## src/rtl/clap_detector.sv

```systemverilog
// clap_detector: synchronizes and debounces the microphone comparator pin, then
// classifies rising sound edges into one-cycle single_clap / double_clap pulses.
module clap_detector #(
    parameter int unsigned CLK_FREQ       = 50_000_000,
    parameter int unsigned FILTER_CYCLES  = 50_000,
    parameter int unsigned LOCKOUT_CYCLES = 5_000_000,
    parameter int unsigned WINDOW_CYCLES  = 25_000_000,
    parameter int unsigned ACTIVE_LOW     = 1
) (
    input  logic clk,
    input  logic reset,
    input  logic sound_in,
    input  logic enable,
    output logic sound_level,
    output logic single_clap,
    output logic double_clap,
    output logic busy
);

    if (CLK_FREQ == 0 || FILTER_CYCLES == 0 || LOCKOUT_CYCLES == 0 || WINDOW_CYCLES == 0) begin : g_bad_params
        $error("clap_detector: clock and cycle parameters must all be at least 1");
    end

    localparam logic        INACTIVE_PIN = (ACTIVE_LOW != 0) ? 1'b1 : 1'b0;
    localparam logic [31:0] FILT_LAST    = 32'(FILTER_CYCLES - 1);
    localparam logic [31:0] LOCK_LAST    = 32'(LOCKOUT_CYCLES - 1);
    localparam logic [31:0] WIN_LAST     = 32'(WINDOW_CYCLES - 1);

    localparam logic [1:0] IDLE  = 2'd0;
    localparam logic [1:0] LOCK1 = 2'd1;
    localparam logic [1:0] WAIT2 = 2'd2;
    localparam logic [1:0] LOCK2 = 2'd3;

    logic        sync_meta;
    logic        sync_pin;
    logic        sound_now;
    logic [31:0] flt_cnt;
    logic        sound_level_d;
    logic        clap;
    logic [1:0]  state;
    logic [31:0] tcnt;

    // Synchronizer flops come out of reset at the idle pin level so no false edge is seen.
    always_ff @(posedge clk or negedge reset) begin
        if (!reset) begin
            sync_meta <= INACTIVE_PIN;
            sync_pin  <= INACTIVE_PIN;
        end else begin
            sync_meta <= sound_in;
            sync_pin  <= sync_meta;
        end
    end

    assign sound_now = (ACTIVE_LOW != 0) ? ~sync_pin : sync_pin;

    always_ff @(posedge clk or negedge reset) begin
        if (!reset) begin
            flt_cnt       <= '0;
            sound_level   <= 1'b0;
            sound_level_d <= 1'b0;
        end else begin
            sound_level_d <= sound_level;
            if (sound_now == sound_level) begin
                flt_cnt <= '0;
            end else if (flt_cnt == FILT_LAST) begin
                sound_level <= sound_now;
                flt_cnt     <= '0;
            end else begin
                flt_cnt <= flt_cnt + 32'd1;
            end
        end
    end

    assign clap = sound_level & ~sound_level_d;

    // A clap arriving on the last window cycle wins over window expiry.
    always_ff @(posedge clk or negedge reset) begin
        if (!reset) begin
            state       <= IDLE;
            tcnt        <= '0;
            single_clap <= 1'b0;
            double_clap <= 1'b0;
        end else begin
            single_clap <= 1'b0;
            double_clap <= 1'b0;
            if (!enable) begin
                state <= IDLE;
                tcnt  <= '0;
            end else begin
                case (state)
                    IDLE: begin
                        tcnt <= '0;
                        if (clap) begin
                            state <= LOCK1;
                        end
                    end
                    LOCK1: begin
                        if (tcnt == LOCK_LAST) begin
                            state <= WAIT2;
                            tcnt  <= '0;
                        end else begin
                            tcnt <= tcnt + 32'd1;
                        end
                    end
                    WAIT2: begin
                        if (clap) begin
                            double_clap <= 1'b1;
                            state       <= LOCK2;
                            tcnt        <= '0;
                        end else if (tcnt == WIN_LAST) begin
                            single_clap <= 1'b1;
                            state       <= IDLE;
                            tcnt        <= '0;
                        end else begin
                            tcnt <= tcnt + 32'd1;
                        end
                    end
                    LOCK2: begin
                        if (tcnt == LOCK_LAST) begin
                            state <= IDLE;
                            tcnt  <= '0;
                        end else begin
                            tcnt <= tcnt + 32'd1;
                        end
                    end
                    default: begin
                        state <= IDLE;
                        tcnt  <= '0;
                    end
                endcase
            end
        end
    end

    assign busy = (state != IDLE);

endmodule
```

## config.mk

```make
export PLATFORM = sky130hd
export DESIGN_NAME = clap_detector
export DESIGN_NICKNAME = d
export VERILOG_FILES = /design/src/rtl/clap_detector.sv
export SDC_FILE = /design/constraint.sdc
export NUM_CORES = 1
export LEC_CHECK = 0
export ABC_AREA = 0
export BUFFER_PORTS_ARGS = -buffer_cell sky130_fd_sc_hd__buf_2
export CAP_MARGIN = 0
export CORE_ASPECT_RATIO = 1.25
export CORE_MARGIN = 4
export CORE_UTILIZATION = 40
export DETAILED_ROUTE_END_ITERATION = 6
export GPL_ROUTABILITY_DRIVEN = 0
export SYNTH_ARGS = -nofsm -noshare
export SYNTH_HDL_FRONTEND = slang
export SYNTH_SLANG_ARGS = --single-unit
```

## constraint.sdc

```tcl
create_clock -name clk -period 2.5 [get_ports clk]
set_input_delay 0.125 -clock clk [delete_from_list [all_inputs] [get_ports clk]]
set_output_delay 0.125 -clock clk [all_outputs]
set_load 0.01 [all_outputs]
```

==> results of run 1 <==
## cell usage in the layout (no fill, tap or decap), drive strengths merged, types with 2 or more instances in the layout
cell type,count
clkbuf,10
dfstp,2
nor4b,4
xnor2,16
a21oi,6
or3,4
nand3,28
ha,2
and2,3
nor4,12
nand2,17
and4,7
nor3,4
clkinv,2
inv,9
nor2b,4
o21a,2
o21ai,8
clkinvlp,2
buf,15
and4bb,2
dfrtp,70
a31o,2
and3,11
nor2,64
dlygate4sd3,2
xor2,36
nand4,26
## state kept, by name, summed over array words and instances (netlist names)
signal	count
sync_meta	1
double_clap	1
sound_level_d	1
single_clap	1
sound_level	1
flt_cnt	32
sync_pin	1
state	2
tcnt	32
## cells by family after synthesis
group / Yosys count / synth area share (%)
AND/OR/NAND/NOR: 193 / 29.29
flip-flops: 72 / 50.10
XOR/XNOR: 52 / 12.65
AO/OA/AOI/OAI: 23 / 4.100
buffers and inverters: 18 / 2.571
multiplexers: 2 / 0.5907
adder cells (fa/ha/maj): 2 / 0.6948
## power by group
group          switching, W  internal (W)
logic             0.0000353     0.0000110
registers        0.00000493       0.00117
clock network      0.000468      0.000491
## cells in the mapped netlist (5+ instances only)
cell type and n:
nor2_1 64, and3_1 11, inv_1 8, nand4_1 25, nand3_1 28, xnor2_1 16, and4_1 7, nor4_1 10
a21oi_1 6, o21ai_0 7, dfrtp_1 70, xor2_1 36, nand2_1 17, clkbuf_1 5
## stage by stage
| step | instances | instance area [um^2] |
|---|---|---|
| 2_1_floorplan | 362 | 3601 |
| 3_3_place_gp | 487 | 3802 |
| 3_5_place_dp | 487 | 3802 |
| 4_1_cts | 505 | 4028 |
| 5_1_grt | 505 | 4028 |
| 6_report | 505 | 4028 |
## layer usage
layer | vias to the layer above | part of all wire (%)
met5 | - | 0
met4 | 0 | 2.4
met3 | 19 | 2.8
met2 | 56 | 51
met1 | 1298 | 44
li1 | 1305 | -
## worst min path at each step
stage                            end  slack, ns     start
6_report        state[1]$_DFFE_PN0P_       0.03    enable
3_5_place_dp     sync_meta$_DFF_PN1_       0.23  sound_in
5_1_grt         state[1]$_DFFE_PN0P_       0.02    enable
2_1_floorplan  double_clap$_DFF_PN0_      -0.17     reset
3_3_place_gp     sync_meta$_DFF_PN1_       0.23  sound_in
4_1_cts         state[1]$_DFFE_PN0P_       0.01    enable
## worst max-delay path: cells and delay by family, from the launching register on
family | cells | cell delay (ns)
AOI/OAI and AO/OA | 2 | 0.44
buffers and inverters | 1 | 0.19
DFF | 1 | 0.44
and+or+nand+nor | 3 | 1.10
## cell type report
class | instances | area [um^2] | area share [%]
Clock buffer | 10 | 137.6 | 3.417
Clock inverter | 6 | 67.56 | 1.678
Tap cell | 120 | 150.1 | 3.728
Timing Repair Buffer | 17 | 130.1 | 3.231
Inverter | 8 | 30.03 | 0.7456
Multi-Input combinational cell | 272 | 1708 | 42.40
Sequential cell | 72 | 1804 | 44.80
## timing repair
| item | CTS | global route |
|---|---|---|
| hold buffers | 2 | 0 |
| endpoints found under the hold margin | 71 | 0 |
| resized for setup | 0 | 0 |
==> results.txt, run 1 <==
Status -> finished clean
Final Skew -> 0.006959 ns
FILL cells -> 850
Top post-synthesis cells by area -> dfrtp_1 (49%), xor2_1 (8.8%), nor2_1 (6.7%)
Launch point of the worst reg-to-reg path -> tcnt[25]$_DFF_PN0_
Vias in the first global route -> 2704
Reg clk slew, reported paths -> 0.08 ns
Hold Violations, Final -> 0
Crit path largest cell delay -> 0.44 ns
CP Capture Point -> tcnt[30]$_DFF_PN0_
Maxcap violations -> 0
Asr flop ratio synth -> 100.0%
FF-to-FF setup slack -> 0.21 ns
Worst-Skew Late Latency -> 0.35 ns
Ys Warns -> 0
Router iterations before antenna repair -> 4
Busiest layer in global routing -> met2
Net Count, Synth -> 368
Io pins -> 8
Clk buf depth -> 2
Detail Route Antenna Nets -> 0
FF-to-FF End -> tcnt[30]$_DFF_PN0_
Most common cell on crit path -> nor4b_1
Min-Delay Path Class -> in -> reg
Worst slew pin tran -> 0.8830 ns
Synth top area share -> 48.64%
Final setup fails -> 0
CP Launch Point -> tcnt[25]$_DFF_PN0_
First-pass GRT wire length -> 12.64 mm
Syn Area/Cell -> 9.947 um^2
Initial Util -> 41.16%
Grt met3 use -> 3.222%
Post-CTS setup buffer count -> 0
VDD IR max -> 0.2950 mV
WL final -> 7.215 mm
Drt first-iter violations -> 141
Crit path cell chain -> nor4b_1 > nand4_1 > nor4b_1 > o22a_2 > buf_12 > a21oi_1
Fin nets -> 386
Final HPWL DP -> 5.073 mm
Initial antenna violation count -> 0
Row Count -> 38
Sequential area share after synthesis -> 50.10%
Worst reg2reg path depth -> 6
CTS tree -> built
Ant. Diodes -> 0
Startpoint type of the worst setup path -> flop
Core area -> 0.008748 mm^2
Max-slew violations -> 0
EDFF count, synth -> 0
Critical path type -> reg -> reg
Number of port buffers -> 7
CP endpoint kind -> flop
Final core utilization -> 46.04%
Layout cells sized above 1 -> 12.21%
Cell taking the most area after synthesis -> dfrtp_1
Required time worst endpoint -> 2.74 ns
Num CTS Buffers -> 9
Vias -> 2678
Synth Cell Area -> 0.003601 mm^2
Met1 usage -> 17.27%
Main synth FF type -> dfrtp_1
Area Growth Syn to Fin -> 11.85%
Fin Hold WS -> 0.03325 ns
Final Cycle Share -> 91.54%
Root Driver -> clkbuf_8
Unique masters post-synth -> 46
Setup slack after layout -> 0.2115 ns
FMAX -> 437.0 MHz
Drt via density -> 5.303
Total power -> 0.002181 W
Hold Crit Depth -> 2
RSZ-0062 raised after global routing -> no
Pleak -> 1.664 nW
Critical path arrival -> 2.53 ns
TNS Setup -> 0 ns
Die height -> 114.1 um
Residual DRC -> 0
Htree depth -> 3
GRT Total Usage -> 15.04%
Critical Path Fanout Max -> 19
WL/cell -> 14.29 um
Power Density -> 541.6 mW/mm^2
Seq cells post-synth -> 72
Die X -> 92.87 um
Pin count of the biggest net entering global routing -> 73
Slew HR -> 41.14%
CP max stage cell -> dfrtp_1
Num Clock Sinks -> 72
Worst slack, placed -> 0.2234 ns
Grt ovf -> 0
Synth Instances -> 362
Die area -> 0.01059 mm^2
GR met2 Demand/Resource -> 27.10%
Fin crit period -> 2.288 ns
No activity file was read; power rests on OpenSTA's default activity.
==> run 2: changes to the inputs <==
--- a/config.mk
+++ b/config.mk
@@ -8,11 +8,11 @@
 export ABC_AREA = 0
 export BUFFER_PORTS_ARGS = -buffer_cell sky130_fd_sc_hd__buf_2
 export CAP_MARGIN = 0
-export CORE_ASPECT_RATIO = 1.25
 export CORE_MARGIN = 4
 export CORE_UTILIZATION = 40
 export DETAILED_ROUTE_END_ITERATION = 6
 export GPL_ROUTABILITY_DRIVEN = 0
+export RECOVER_POWER = 100
 export SYNTH_ARGS = -nofsm -noshare
 export SYNTH_HDL_FRONTEND = slang
 export SYNTH_SLANG_ARGS = --single-unit
==> run 2 against run 1 <==
  * Flip-flop and latch count is the same
  * Critical path depth is the same
  * Die area is essentially flat
  * Routed wire length shrank 3.6%
  * Critical path type unchanged
  * Clock power shrank 11%
  * Sequential power is essentially flat
  * Register-to-register slack gained 0.08 ns
  * Total power shrank 4.9%
  * The run now ends with max-capacitance violations, max-slew violations left
==> results.txt, run 2 (synthesis results as in run 1) <==
Pin count of the biggest net entering global routing -> 73 (unchanged)
Router iterations before antenna repair -> 4 (unchanged)
Startpoint type of the worst setup path -> flop
Worst-Skew Late Latency -> 0.34 ns (about the same)
Max-slew violations -> 73 (+73)
Launch point of the worst reg-to-reg path -> tcnt[16]$_DFF_PN0_
Required time worst endpoint -> 2.73 ns (about the same)
Setup slack after layout -> 0.2911 ns (+0.07961 ns)
Io pins -> 8 (unchanged)
VDD IR max -> 0.2626 mV (-11%)
CP endpoint kind -> flop
Sequential share of power -> 56.7% (+2.8 points)
Failing checks -> max-capacitance violations, max-slew violations
Commonest cells after routing, fill and taps aside -> dfrtp_1 (70), nor2_1 (64), xor2_1 (36), nand3_1 (28), nand4_1 (25)
RSZ-0062 raised after global routing -> no
Hold Violations, Final -> 0 (unchanged)
Slew HR -> -16.58% (-58 points)
Number of port buffers -> 7 (unchanged)
Net switching power figure -> 0.0004518 W (-11%)
Root Driver -> clkbuf_8
Initial Util -> 41.29% (+0.13 points)
Comb power frac -> 2.2% (about the same)
Int Power -> 0.001622 W (-3.0%)
Die X -> 102.9 um (+11%)
Status -> finished with violations
Drt first-iter violations -> 107 (-24%)
Num Clock Sinks -> 72 (unchanged)
Row Count -> 34 (-11%)
WL final -> 6.956 mm (-3.6%)
FF-to-FF End -> tcnt[12]$_DFF_PN0_
Clk buf depth -> 2 (unchanged)
TNS Setup -> 0 ns (unchanged)
Worst slew pin tran -> 1.749 ns (+0.8658 ns)
Area Growth Syn to Fin -> 10.22%
Pleak -> 1.626 nW (-2.3%)
FF-to-FF setup slack -> 0.29 ns (+0.08 ns)
Final core utilization -> 45.51% (-0.53 points)
Reg clk slew, reported paths -> 0.07 ns (about the same)
First-pass GRT wire length -> 12.25 mm (-3.1%)
Switching share of power -> 21.79% (-1.5 points)
Maxcap violations -> 1 (+1)
Fin crit period -> 2.209 ns (-0.07961 ns)
Critical path arrival -> 2.44 ns (-0.09 ns)
Leading cell type in the layout, fill and taps excluded -> dfrtp_1
Worst slack, placed -> 0.2029 ns (-0.02053 ns)
GRT Total Usage -> 14.74% (-0.31 points)
Ant. Diodes -> 0 (unchanged)
Total power -> 0.002074 W (-4.9%)
Detail Route Antenna Nets -> 0 (unchanged)
Initial antenna violation count -> 0 (unchanged)
Fin Hold WS -> 0.03325 ns (-0.000007700 ns)
Final setup fails -> 0 (unchanged)
Min-Delay Path Class -> in -> reg
Residual DRC -> 0 (unchanged)
Drt via density -> 5.325 (+0.41%)
CP Launch Point -> tcnt[16]$_DFF_PN0_
Layout cells sized above 1 -> 10.39% (-1.8 points)
CP Capture Point -> tcnt[12]$_DFF_PN0_
Final Skew -> 0.008104 ns (+0.001145 ns)
Grt ovf -> 0 (unchanged)
Worst reg2reg path depth -> 6 (unchanged)
Final HPWL DP -> 4.851 mm (-4.4%)
Power Density -> 522.5 mW/mm^2 (-3.5%)
Vias in the first global route -> 2679 (-0.92%)
Critical path type -> reg -> reg
Regs by FF count -> flt_cnt: 32 flops, tcnt: 32 flops, state: 2 flops
Die area -> 0.01058 mm^2 (about the same)
FMAX -> 452.7 MHz (+3.6%)
CTS tree -> built
Clk pwr share -> 41.1% (-2.9 points)
Vias -> 2625 (-2.0%)
Num CTS Buffers -> 9 (unchanged)
Fin nets -> 386 (unchanged)
Htree depth -> 3 (unchanged)
Die height -> 102.9 um (-9.8%)
Final Cycle Share -> 88.35% (-3.2 points)
Critical Path Fanout Max -> 12 (-7)
Core area -> 0.008721 mm^2 (-0.31%)
WL/cell -> 14.11 um (-1.2%)
[run 2: cell count changes in the layout (fill, tap and decap cells not counted), sizes merged]
cell	delta
clkinvlp	-1
inv	-1
bufinv	-1
clkbuf	+12
clkinv	-1
buf	-8
[run 2: per-layer routing]
metal  global-route usage (%)  vias up  part of all wire [%]
met5                        0        -                     0
met4                    4.681        0                   1.1
met3                    4.398       10                   2.9
met2                    25.26       33                    51
met1                    17.78     1278                    45
li1                         -     1304                     -
[run 2: how the worst min path moves through the flow]
stage | from | to | cells past startpoint
floorplan | reset | double_clap$_DFF_PN0_ | 0
global placement | sound_in | sync_meta$_DFF_PN1_ | 1
detailed placement | sound_in | sync_meta$_DFF_PN1_ | 1
CTS | enable | double_clap$_DFF_PN0_ | 3
global route | enable | state[1]$_DFFE_PN0P_ | 2
finish | enable | double_clap$_DFF_PN0_ | 3
[run 2: final cells by class]
cell class,instances,area [um^2]
clock buffers,14,172.7
clock inverters,2,12.51
fillers,839,4752
inverters,8,30.03
multi-input cells,272,1710
flip-flops and latches,72,1804
well taps,108,135.1
repair buffers,17,103.9
[run 2: worst max-delay path: stages (launching register included)]
cell and delay [ns]:
dfrtp_1 0.45, or4_1 0.55, nor4_2 0.23, nor3b_2 0.27, o22a_2 0.32, buf_4 0.23
nor2_1 0.06
[run 2: power by group through the flow]
stage,logic (W),registers (W),clock network (W)
2_1_floorplan,0.0000143,0.00120,0
4_1_cts,0.0000497,0.00118,0.000892
3_5_place_dp,0.0000470,0.00120,0
6_report,0.0000450,0.00118,0.000853
5_1_grt,0.0000537,0.00118,0.000940
3_3_place_gp,0.0000462,0.00120,0
[run 2: timing repair]
| action | 4_1_cts | 5_1_grt |
|---|---|---|
| hold buffers | 2 | 0 |
| setup buffers | 0 | 0 |
| endpoints found under the hold margin | 71 | 0 |
| gates resized for setup | 0 | 1 |
| endpoints found under the setup margin | 0 | 22 |
[run 2: through the flow]
stage	cell area (um^2)	cells
2_1_floorplan	3601	362
3_3_place_gp	3775	475
3_5_place_dp	3775	475
4_1_cts	3980	493
5_1_grt	3969	493
6_report	3969	493
==> run 3: changes to the inputs <==
--- a/config.mk
+++ b/config.mk
@@ -8,11 +8,12 @@
 export ABC_AREA = 0
 export BUFFER_PORTS_ARGS = -buffer_cell sky130_fd_sc_hd__buf_2
 export CAP_MARGIN = 0
-export CORE_MARGIN = 4
+export CORE_MARGIN = 2
 export CORE_UTILIZATION = 40
 export DETAILED_ROUTE_END_ITERATION = 6
 export GPL_ROUTABILITY_DRIVEN = 0
 export RECOVER_POWER = 100
+export SETUP_SLACK_MARGIN = 0.4
 export SYNTH_ARGS = -nofsm -noshare
 export SYNTH_HDL_FRONTEND = slang
 export SYNTH_SLANG_ARGS = --single-unit
==> run 3 against run 2 <==
  * The run now ends clean
  * Flip-flop and latch count unchanged
  * Clock skew about the same
  * Total power increased by 1.4%
  * Routed wire length increased by 3.9%
  * Highest routed layer unchanged
==> results.txt, run 3 (synthesis results as in run 1) <==
Hold worst-path end -> double_clap$_DFF_PN0_
GRT Total Usage -> 16.08% (+1.3 points)
Pin count of the biggest net entering global routing -> 73 (unchanged)
Worst slew pin tran -> 0.9045 ns (-0.8443 ns)
Worst reg2reg path depth -> 6 (unchanged)
Final HPWL DP -> 4.867 mm (+0.33%)
CP max stage cell -> or4_4
Max-slew violations -> 0 (-100%)
Die X -> 98.88 um (-3.9%)
Leading cell type in the layout, fill and taps excluded -> dfrtp_1
First-pass GRT wire length -> 12.74 mm (+4.0%)
Hold Crit Depth -> 3 (unchanged)
Htree depth -> 3 (unchanged)
Regs by FF count -> flt_cnt: 32 flops, tcnt: 32 flops, state: 2 flops
Fin nets -> 399 (+3.4%)
Vias -> 2660 (+1.3%)
Clk buf depth -> 2 (unchanged)
Crit path cell chain -> or4_4 > nor4_4 > nor3b_4 > o22a_4 > clkbuf_2 > nor2_1
Die area -> 0.009777 mm^2 (-7.6%)
TNS Setup -> 0 ns (unchanged)
WL final -> 7.229 mm (+3.9%)
VDD IR max -> 0.3284 mV (+25%)
Crit path largest cell delay -> 0.55 ns (about the same)
Area Growth Syn to Fin -> 14.14%
Layout cells sized above 1 -> 13.57% (+3.2 points)
Critical Path Fanout Max -> 12 (unchanged)
WL/cell -> 14.29 um (+1.3%)
Drt via density -> 5.257 (-1.3%)
Power Density -> 511.6 mW/mm^2 (-2.1%)
Final setup fails -> 0 (unchanged)
FMAX -> 458.3 MHz (+1.2%)
Drt first-iter violations -> 106 (-0.93%)
FF-to-FF setup slack -> 0.32 ns (+0.03 ns)
Slew HR -> 39.70% (+56 points)
Row Count -> 34 (unchanged)
Num Clock Sinks -> 72 (unchanged)
Final Cycle Share -> 87.28% (-1.1 points)
Grt ovf -> 0 (unchanged)
Status -> finished clean
Launch point of the worst reg-to-reg path -> tcnt[21]$_DFF_PN0_
Critical path arrival -> 2.41 ns (-0.03 ns)
Ant. Diodes -> 0 (unchanged)
Num CTS Buffers -> 9 (unchanged)
Die height -> 98.88 um (-3.9%)
Pleak -> 1.721 nW (+5.9%)
Startpoint type of the worst setup path -> flop
Residual DRC -> 0 (unchanged)
FF-to-FF End -> tcnt[4]$_DFF_PN0_
Root Driver -> clkbuf_8
Vias in the first global route -> 2694 (+0.56%)
Min-Delay Path Class -> in -> reg
Number of port buffers -> 7 (unchanged)
Worst-Skew Late Latency -> 0.35 ns (about the same)
Initial antenna violation count -> 0 (unchanged)
CTS tree -> built
RSZ-0062 raised after global routing -> yes
Reg clk slew, reported paths -> 0.07 ns (about the same)
Maxcap violations -> 0 (-1)
Initial Util -> 41.29% (unchanged)
Router iterations before antenna repair -> 4 (unchanged)
CP delay by family, top -> simple AND/OR/NAND/NOR gates
Critical path type -> reg -> reg
Final core utilization -> 47.13% (+1.6 points)
CP endpoint kind -> flop
Core area -> 0.008721 mm^2 (unchanged)
CP bufs+invs -> 1 (unchanged)
Detail Route Antenna Nets -> 0 (unchanged)
Io pins -> 8 (unchanged)
Final Skew -> 0.007995 ns (-0.0001097 ns)
Min-delay src -> enable
Hold Violations, Final -> 0 (unchanged)
Fin crit period -> 2.182 ns (-0.02680 ns)
Required time worst endpoint -> 2.73 ns (about the same)
Commonest cells after routing, fill and taps aside -> dfrtp_1 (69), nor2_1 (64), xor2_1 (36), nand3_1 (28), nand4_1 (25)
## run 3: cell types whose count changed in the layout (fill, tap and decap cells not counted), sizes merged
cell and delta:
clkinvlp -1, bufinv +1, clkinv +2, clkbuf -2
buf +13
## run 3: how the worst max path moves through the flow
stage | startpoint | to | slack, ns | cells past startpoint
floorplan | tcnt[16]$_DFF_PN0_ | tcnt[20]$_DFF_PN0_ | 0.66 | 6
global placement | tcnt[7]$_DFF_PN0_ | tcnt[5]$_DFF_PN0_ | 0.26 | 6
detailed placement | tcnt[7]$_DFF_PN0_ | tcnt[4]$_DFF_PN0_ | 0.18 | 6
CTS | tcnt[7]$_DFF_PN0_ | tcnt[4]$_DFF_PN0_ | 0.40 | 6
global route | flt_cnt[19]$_DFF_PN0_ | flt_cnt[15]$_DFF_PN0_ | 0.18 | 5
finish | tcnt[21]$_DFF_PN0_ | tcnt[4]$_DFF_PN0_ | 0.32 | 6
## run 3: area by class of cell
cell class	instances	area [um^2]
well taps	108	135.1
flip-flops and latches	72	1805
fillers	820	4611
clock buffers	12	135.1
inverters	8	30.03
multi-input cells	272	1739
repair buffers	30	220.2
clock inverters	4	45.04
## run 3: per-layer routing
layer  GRT usage (%)  routed length [um]  vias up  share of wire (%)
met1           19.54                3285     1281                 45
met2           27.91                3652       28                 51
met4           5.796                 110        0                1.5
met5               0                   0        -                  0
li1                -                   -     1340                  -
met3           3.688                 181       11                2.5
## run 3: power by group
group	switching (W)	internal [W]	total, W
clock network	0.000423	0.000457	0.000880
logic	0.0000359	0.0000112	0.0000471
registers	0.00000463	0.00117	0.00118
total	0.000463	0.00164	0.00210
## run 3: timing repair
action                     CTS  global route
hold buffers                 2             0
setup buffers                3             9
resized for setup            2            10
hold endpoints to repair    71             0
pin swaps                    1             3
setup endpoints to repair   31            31
## run 3: metrics by stage
stage / setup WS [ns] / hold WS (ns) / power, W / cells / cell area (um^2)
floorplan: 0.6639 / -0.1706 / 0.001212 / 362 / 3601
CTS: 0.4048 / 0.01230 / 0.002131 / 497 / 4030
global route: 0.1826 / 0.03103 / 0.002173 / 506 / 4110
detailed placement: 0.1813 / 0.2321 / 0.001246 / 476 / 3782
global placement: 0.2617 / 0.2370 / 0.001245 / 476 / 3782
finish: 0.3179 / 0.03653 / 0.002103 / 506 / 4110
## run 3: worst min-delay path, delay by kind of cell
| family | cells | cell delay (ns) |
|---|---|---|
| AND/OR/NAND/NOR | 2 | 0.10 |
| buffers and inverters | 1 | 0.13 |
